==> config.mk <==
export PLATFORM = sky130hd
export DESIGN_NAME = v810_intctl
export DESIGN_NICKNAME = d
export VERILOG_FILES = /design/src/rtl/v810_intctl.sv
export SDC_FILE = /design/constraint.sdc
export NUM_CORES = 1
export LEC_CHECK = 0
export CAP_MARGIN = 20
export CORE_MARGIN = 1.5
export CORE_UTILIZATION = 34
export CTS_BUF_LIST = sky130_fd_sc_hd__clkbuf_16
export CTS_CLUSTER_DIAMETER = 50
export DETAILED_ROUTE_END_ITERATION = 6
export HOLD_SLACK_MARGIN = 0.08
export PLACE_DENSITY = 0.62
export SETUP_SLACK_MARGIN = 0.02
export SYNTH_ARGS = -nofsm -noshare
export SYNTH_HDL_FRONTEND = slang
export SYNTH_SLANG_ARGS = --single-unit
==> constraint.sdc <==
create_clock -name CLK -period 16 [get_ports CLK]
set_input_delay 2.4 -clock CLK [delete_from_list [all_inputs] [get_ports CLK]]
set_output_delay 2.4 -clock CLK [all_outputs]
set_load 0.02 [all_outputs]
==> src/rtl/v810_intctl.sv <==
// v810_intctl: NCH-channel edge/level interrupt controller with 4-bit priority arbitration
// driving the V810 INT/INTVn pair. Define V810_INTCTL_NEST_EN to add the nesting in-service stack.
module v810_intctl #(
    parameter  int NCH = 8,
    localparam int CW  = $clog2(NCH)
) (
    input  logic             CLK,
    input  logic             RESn,
    input  logic             CE,
    input  logic [NCH-1:0]   IRQ,
    input  logic [NCH-1:0]   EDGE,
    input  logic [NCH-1:0]   MASK,
    input  logic [4*NCH-1:0] PRIO,
    input  logic             ACK,
    input  logic             EOI,
    output logic             INT,
    output logic [3:0]       INTVn,
    output logic [CW-1:0]    ACT_CH,
    output logic [NCH-1:0]   PEND
);

    logic [NCH-1:0] irq_q, irq_d;
    logic           armed_q, armed_d;
    logic [NCH-1:0] pend_edge_q, pend_edge_d;
    logic           int_q, int_d;
    logic [3:0]     intvn_q, intvn_d;
    logic [CW-1:0]  win_ch_q, win_ch_d;
    logic [CW-1:0]  act_ch_q, act_ch_d;

    logic [NCH-1:0] pend;
    logic [NCH-1:0] elig;
    logic [NCH-1:0] edge_set;
    logic [NCH-1:0] ack_clr;
    logic           ack_ok;
    logic           any_elig;
    logic [CW-1:0]  best_ch;
    logic [3:0]     best_prio;

`ifdef V810_INTCTL_NEST_EN
    logic [15:0]    isr_q, isr_d;
    logic           isr_any;
    logic [3:0]     isr_top;
    logic [3:0]     win_prio;
`else
    logic           eoi_unused;
    assign eoi_unused = EOI;
`endif

    // Level channels follow the sampled line; edge channels use the latched bit.
    assign pend   = (EDGE & pend_edge_q) | (~EDGE & irq_q);
    assign ack_ok = CE & ACK & int_q;

    // armed_q stays low until the first CE edge after reset, so a line already
    // high at reset release is absorbed into irq_q rather than seen as an edge.
    assign edge_set = armed_q ? (IRQ & ~irq_q & EDGE) : '0;

    always_comb begin
        ack_clr = '0;
        if (ack_ok) begin
            ack_clr[win_ch_q] = 1'b1;
        end
    end

`ifdef V810_INTCTL_NEST_EN
    always_comb begin
        isr_any = |isr_q;
        isr_top = '0;
        for (int l = 0; l < 16; l++) begin
            if (isr_q[l]) begin
                isr_top = 4'(l);
            end
        end
    end
`endif

    // Strict '>' while scanning upward keeps the lowest index on a priority tie.
    always_comb begin
        elig = pend & ~MASK;
`ifdef V810_INTCTL_NEST_EN
        for (int i = 0; i < NCH; i++) begin
            if (isr_any && (PRIO[4*i +: 4] <= isr_top)) begin
                elig[i] = 1'b0;
            end
        end
`endif
        any_elig  = 1'b0;
        best_ch   = '0;
        best_prio = '0;
        for (int i = 0; i < NCH; i++) begin
            if (elig[i] && (!any_elig || (PRIO[4*i +: 4] > best_prio))) begin
                any_elig  = 1'b1;
                best_ch   = CW'(i);
                best_prio = PRIO[4*i +: 4];
            end
        end
    end

    always_comb begin
        irq_d       = irq_q;
        armed_d     = armed_q;
        pend_edge_d = pend_edge_q;
        int_d       = int_q;
        intvn_d     = intvn_q;
        win_ch_d    = win_ch_q;
        act_ch_d    = act_ch_q;
        if (CE) begin
            irq_d       = IRQ;
            armed_d     = 1'b1;
            pend_edge_d = (pend_edge_q & ~ack_clr) | edge_set;
            int_d       = any_elig;
            win_ch_d    = best_ch;
            intvn_d     = any_elig ? ~best_prio : 4'hF;
            if (ack_ok) begin
                act_ch_d = win_ch_q;
            end
        end
    end

`ifdef V810_INTCTL_NEST_EN
    // EOI retires the current top level before an ACK on the same edge pushes.
    always_comb begin
        isr_d    = isr_q;
        win_prio = PRIO[{win_ch_q, 2'b00} +: 4];
        if (CE && EOI && isr_any) begin
            isr_d[isr_top] = 1'b0;
        end
        if (ack_ok) begin
            isr_d[win_prio] = 1'b1;
        end
    end
`endif

    always_ff @(posedge CLK or negedge RESn) begin
        if (!RESn) begin
            irq_q       <= '0;
            armed_q     <= 1'b0;
            pend_edge_q <= '0;
            int_q       <= 1'b0;
            intvn_q     <= 4'hF;
            win_ch_q    <= '0;
            act_ch_q    <= '0;
`ifdef V810_INTCTL_NEST_EN
            isr_q       <= '0;
`endif
        end else begin
            irq_q       <= irq_d;
            armed_q     <= armed_d;
            pend_edge_q <= pend_edge_d;
            int_q       <= int_d;
            intvn_q     <= intvn_d;
            win_ch_q    <= win_ch_d;
            act_ch_q    <= act_ch_d;
`ifdef V810_INTCTL_NEST_EN
            isr_q       <= isr_d;
`endif
        end
    end

    assign INT    = int_q;
    assign INTVn  = intvn_q;
    assign ACT_CH = act_ch_q;
    assign PEND   = pend;

endmodule

After elaboration in Yosys (flattened, before gate mapping)
Cells that the tools add are included.
W data, S select, Z words.
{"block": "op_classes", "n_bitwise": 15, "n_mux": 28, "order_cmp": 9, "reduce_logical": 23}
{"cell": "$and A8 B8 Y8", "n": 6}
{"cell": "$mux W4", "n": 9}
{"cell": "$not A8 Y8", "n": 4}
{"cell": "$gt A4 B4 Y1", "n": 7}
{"cell": "$mux W3", "n": 6}
{"cell": "$mux W8", "n": 2}
{"cell": "$or A8 B8 Y8", "n": 2}
{"cell": "$mux W1", "n": 10}
{"cell": "$logic_and A1 B1 Y1", "n": 8}
{"cell": "$logic_not A1 Y1", "n": 7}
{"cell": "$logic_or A1 B1 Y1", "n": 7}
{"cell": "$lt A3 B4 Y1 const B", "n": 1}
{"cell": "$not A4 Y4", "n": 1}
{"cell": "$demux W1 S3", "n": 1}
{"cell": "$ge A3 B1 Y1 const B", "n": 1}
{"cell": "$and A1 B1 Y1", "n": 2}
{"cell": "$reduce_and A2 Y1", "n": 1}
{"block": "totals", "output_inout_bits": 16, "in_bits": 61, "reg_bits": 28}

Longest topological paths before layout
{"block": "depth", "word_depth": 35, "depth_mapped": 57, "ltp_nobuf": 54}

Worst setup path after synthesis
No wires, ideal clock.
{"block": "synth_path", "kind": "input to register", "startpoint": "in EDGE[0]", "endpoint": "reg intvn_q[1], in the netlist INTVn[1]", "slack_ps": 4240, "t_required_ps": 15919, "arrival_time_ps": 11679, "setup_time_ps": 81, "n_path_buf": 2, "stages": 52, "cell_sequence": "mux2i_2 nor2_1 nand2_1 ha_1 and2b_2 o32ai_1 o31a_1 a22oi_2 ha_1 a21oi_1 o21ai_0 a31oi_2 buf_4 nand2_1 o21ai_0 ha_1 nor2b_1 o211ai_1 [... 16 more ...] clkbuf_8 nor2_1 a21o_1 ha_1 nor2b_1 o211ai_1 a21oi_1 o21ai_1 o211ai_1 o221ai_2 ha_1 nor2b_1 o21a_1 o21a_1 o21a_1 o21ai_0 nand2_1 o221a_1"}
{"block": "synth_via", "elab_chain_cells": 35, "word_cells_on_any_way": 51, "classes_between": "order compare (7); mux (17); bitwise (6); reduce/logical (21)"}
{"item": "start: declaration", "line": "11", "rtl": "input logic [NCH-1:0] EDGE,"}
{"item": "$not A8 Y8", "line": "50", "rtl": "assign pend = (EDGE & pend_edge_q) | (~EDGE & irq_q);"}
{"item": "$and A8 B8 Y8", "line": "50"}
{"item": "$or A8 B8 Y8 *", "line": "50"}
{"item": "$and A8 B8 Y8 *", "line": "78", "rtl": "elig = pend & ~MASK;"}
{"item": "$mux W4 / $mux W1 (equally long branches)", "line": "90", "rtl": "if (elig[i] && (!any_elig || (PRIO[4*i +: 4] > best_prio))) begin"}
{"item": "$gt A4 B4 Y1 / $logic_not A1 Y1 (equally long branches)", "line": "90"}
{"item": "$logic_or A1 B1 Y1", "line": "90"}
{"item": "$logic_and A1 B1 Y1", "line": "90"}
{"item": "[... 19 more ...]"}
{"item": "$logic_and A1 B1 Y1", "line": "90"}
{"item": "$mux W4 / $mux W1 (equally long branches)", "line": "90"}
{"item": "$gt A4 B4 Y1 / $logic_not A1 Y1 (equally long branches)", "line": "90"}
{"item": "$logic_or A1 B1 Y1", "line": "90"}
{"item": "$logic_and A1 B1 Y1", "line": "90"}
{"item": "$mux W4", "line": "90"}
{"item": "$not A4 Y4", "line": "112", "rtl": "intvn_d = any_elig ? ~best_prio : 4'hF;"}
{"item": "$mux W4 *", "line": "112"}
{"item": "end signal: assignment", "line": "150", "rtl": "intvn_q <= intvn_d;"}
{"item": "end: declaration", "line": "26", "rtl": "logic [3:0] intvn_q, intvn_d;"}
Every way passes the cells marked *; elsewhere a longest branch is shown, timed or not.
A chain may end at the register's enable or synchronous reset.

Final worst setup path
{"block": "layout_path", "startpoint": "in EDGE[0]", "endpoint": "reg intvn_q[2], in the netlist INTVn[2]"}
The elaborated chain is that of the path after synthesis.

==> impl_metrics.csv <==
group,metric,value,unit
placement,dp.final_hpwl,5.42,mm
routing,routed_wl,6.54,mm
yosys,synth_nets,367,
sta,rsz0062_at_grt,"no",
yosys,seq_area_frac_synth,27.8,%
floorplanning,start_util,35.0,%
worst_setup_path,cp_max_fo,13,
global_routing,grt_pass1_wl,10.3,mm
sta,max_freq,69.2,MHz
worst_setup_path,r2r-end,"INTVn[2]",
clock_network,cts_resized,0,
clock_network,clock_latency,0.26,ns
routing,dr_total_vias,2385,
layout,antennaDiodeCount,0,
worst_hold_path,holdPathStages,1,
routing,wl_per_cell,14.5,µm
pwr,p_sw_share,42.5,%
sta,timing.hold.ws,0.470,ns
clock_network,numClockSinks,28,
job,maxCapViolCount,0,
yosys,synth_top_area_share,23.7,%
placement,gp_congestion,0.801,
layout,final_area,3450,µm²
clock_network,clockRootBuffer,"clkbuf_16",
placement,dpl_cell_area,3380,µm²
sta,hold_viol,0,
worst_setup_path,r2r_cells,49,
worst_setup_path,r2r-start,"irq_q[0]",
worst_hold_path,hold_path_end,"armed_q",
global_routing,track_usage,16.5,%
pwr,p_int,0.270,mW
sta,worst_slew_pin_slew,0.861,ns
yosys,synthTopCellsByCount,"ha_1, dfrtp_1, inv_1, o21ai_0, nand2_1",
clock_network,clk_pin_slew,0.07,ns
sta,fin_worst_skew,0.00403,ns
worst_setup_path,slowest_stage,"o21ai_1",
routing,drc_errors,0,
worst_setup_path,arrival,14.65,ns
sta,final.setup.tns,0,ns
sta,fin_crit,14.46,ns
layout,drive_above_1_share,12.8,%
worst_setup_path,startpoint_type,"input pin",
yosys,ys_dominant_reg_cell,"dfrtp_1",
routing,drt-initial-drc-count,102,
yosys,netlist_instances,278,
yosys,syn_avg_cell_area,9.13,µm²
floorplanning,die_h,89.4,µm
routing,vias_per_cell,5.29,
clock_network,clockBufferDepth,2,
clock_network,cts_buffers,3,
floorplanning,dieArea,7990,µm²
clock_network,cts_tree,"built",
yosys,synth_warnings,0,
floorplanning,io_pins,77,
global_routing,antenna_found_initial,0,
worst_setup_path,critPathKind,"in -> reg",
floorplanning,die_x,89.4,µm
yosys,yosys_register_bits,28,
layout,synthToLayoutAreaGrowth,36.1,%
worst_setup_path,r2r_slack,3.83,ns
global_routing,gr-total-overflow,0,
yosys,synth_area_leaders,"dfrtp_1, ha_1, mux2_2",
layout,nFillCells,722,
clock_network,cts.htree.levels,1,
floorplanning,rows,31,
yosys,async_flop_share,100,%
pwr,seq_power_share,24.8,%
pwr,power.switching,0.200,mW
clock_network,cts_setup_buffers,0,
sta,slew_viol_final,0,
sta,setup_viol,0,
layout,nets,442,
global_routing,grt_max_degree,29,
pwr,p_clk_share,11.9,%
layout,fin_util,47.6,%
worst_hold_path,hp-start,"armed_q",
yosys,synth.distinct_cells,55,
global_routing,first_global_vias,2257,
pwr,pwr_density_cell,136,nW/µm²
routing,first_pass_iters,4,
pwr,worst_ir_drop_vdd,0.0664,mV
yosys,synth.cell_area,2540,µm²
routing,antenna_left,0,
sta,relSlewSlack,42.2,%
worst_setup_path,crit_required,16.19,ns
worst_setup_path,cpMostUsedCell,"ha_1",
worst_setup_path,critPathMaxStageDelay,0.69,ns
yosys,synth.most_common_cell,"ha_1",
yosys,synth-edff-count,0,
run_status,status,"completed",
pwr,p_comb_share,63.2,%
sta,min_period_over_period,90.4,%
pwr,p_leak,1.41,nW
yosys,yosys.area.top_type,"dfrtp_1",
floorplanning,coreArea,7250,µm²
clock_network,postCtsHoldBufs,0,
worst_hold_path,min_path_type,"reg -> reg",
placement,numPortBuffers,75,
worst_setup_path,cp-end-kind,"flip-flop",
-- cell type report --
cell class	instances	area [µm²]	share of cell area, %
Multi-Input combinational cell	219	1690	48.9
Timing Repair Buffer	77	766	22.2
Sequential cell	28	706	20.4
Tap cell	99	124	3.59
Inverter	24	90.1	2.61
Clock buffer	3	75.1	2.17
Clock inverter	1	3.75	0.109
-- flip-flops by register name, indices dropped and copies added, names as in the netlist --
signal       count
ACT_CH           3
INT              1
INTVn            4
armed_q          1
irq_q            8
pend_edge_q      8
win_ch_q         3
-- routing by layer --
layer  track usage [%]  wire, µm
met5                 0         0
met4              2.10        24
met3              2.31       259
met2              28.2      3180
met1              22.7      3080
-- worst max-delay path, delay by kind of cell --
family | cells | cell delay, ns
compound gates | 28 | 7.20
fa+ha+maj | 7 | 2.09
buf+inv | 2 | 0.54
mux | 2 | 0.49
simple gates | 11 | 1.89
-- stage by stage --
step	instances	power, mW	worst slack (ns)
2_1_floorplan	278	0.320	4.24
3_3_place_gp	447	0.408	1.53
3_5_place_dp	447	0.415	1.30
4_1_cts	451	0.474	1.57
5_1_grt	451	0.513	0.496
6_report	451	0.470	1.54
-- cell usage in the layout (no fill, tap or decap), drive strengths merged, types with 7 or more instances in the layout --
cell | synthesis | final
dfrtp | 24 | 24
mux2i | 10 | 10
inv | 24 | 25
nor2 | 16 | 16
nand2 | 17 | 17
o21ai | 28 | 28
a21oi | 15 | 15
nand3 | 13 | 13
ha | 28 | 28
o221ai | 7 | 7
mux2 | 13 | 13
clkdlybuf4s50 | 0 | 75
-- power groups by stage --
stage / logic (mW) / registers, mW / clock network (mW)
after global routing: 0.332 / 0.120 / 0.0608
after floorplan: 0.197 / 0.123 / 0
after global placement: 0.290 / 0.117 / 0
after detailed placement: 0.297 / 0.118 / 0
after CTS: 0.299 / 0.117 / 0.0576
final: 0.297 / 0.117 / 0.0562
-- how the worst max path moves through the flow --
stage | start | slack, ns | endpoint | depth (start not counted)
after CTS | EDGE[0] | 1.57 | INTVn[2] | 50
after floorplan | EDGE[0] | 4.24 | INTVn[1] | 52
after detailed placement | EDGE[0] | 1.30 | INTVn[2] | 50
final | EDGE[0] | 1.54 | INTVn[2] | 50
after global routing | EDGE[0] | 0.50 | INTVn[2] | 50
after global placement | EDGE[0] | 1.53 | INTVn[2] | 50
-- logic make-up after synthesis --
logic type      share of synthesized area (%)
buf+inv                                  5.57
mux                                      10.2
fa+ha+maj                                13.8
simple gates                             17.9
compound gates                           24.8
flops                                    27.8
No activity file was read; power rests on OpenSTA's default activity.
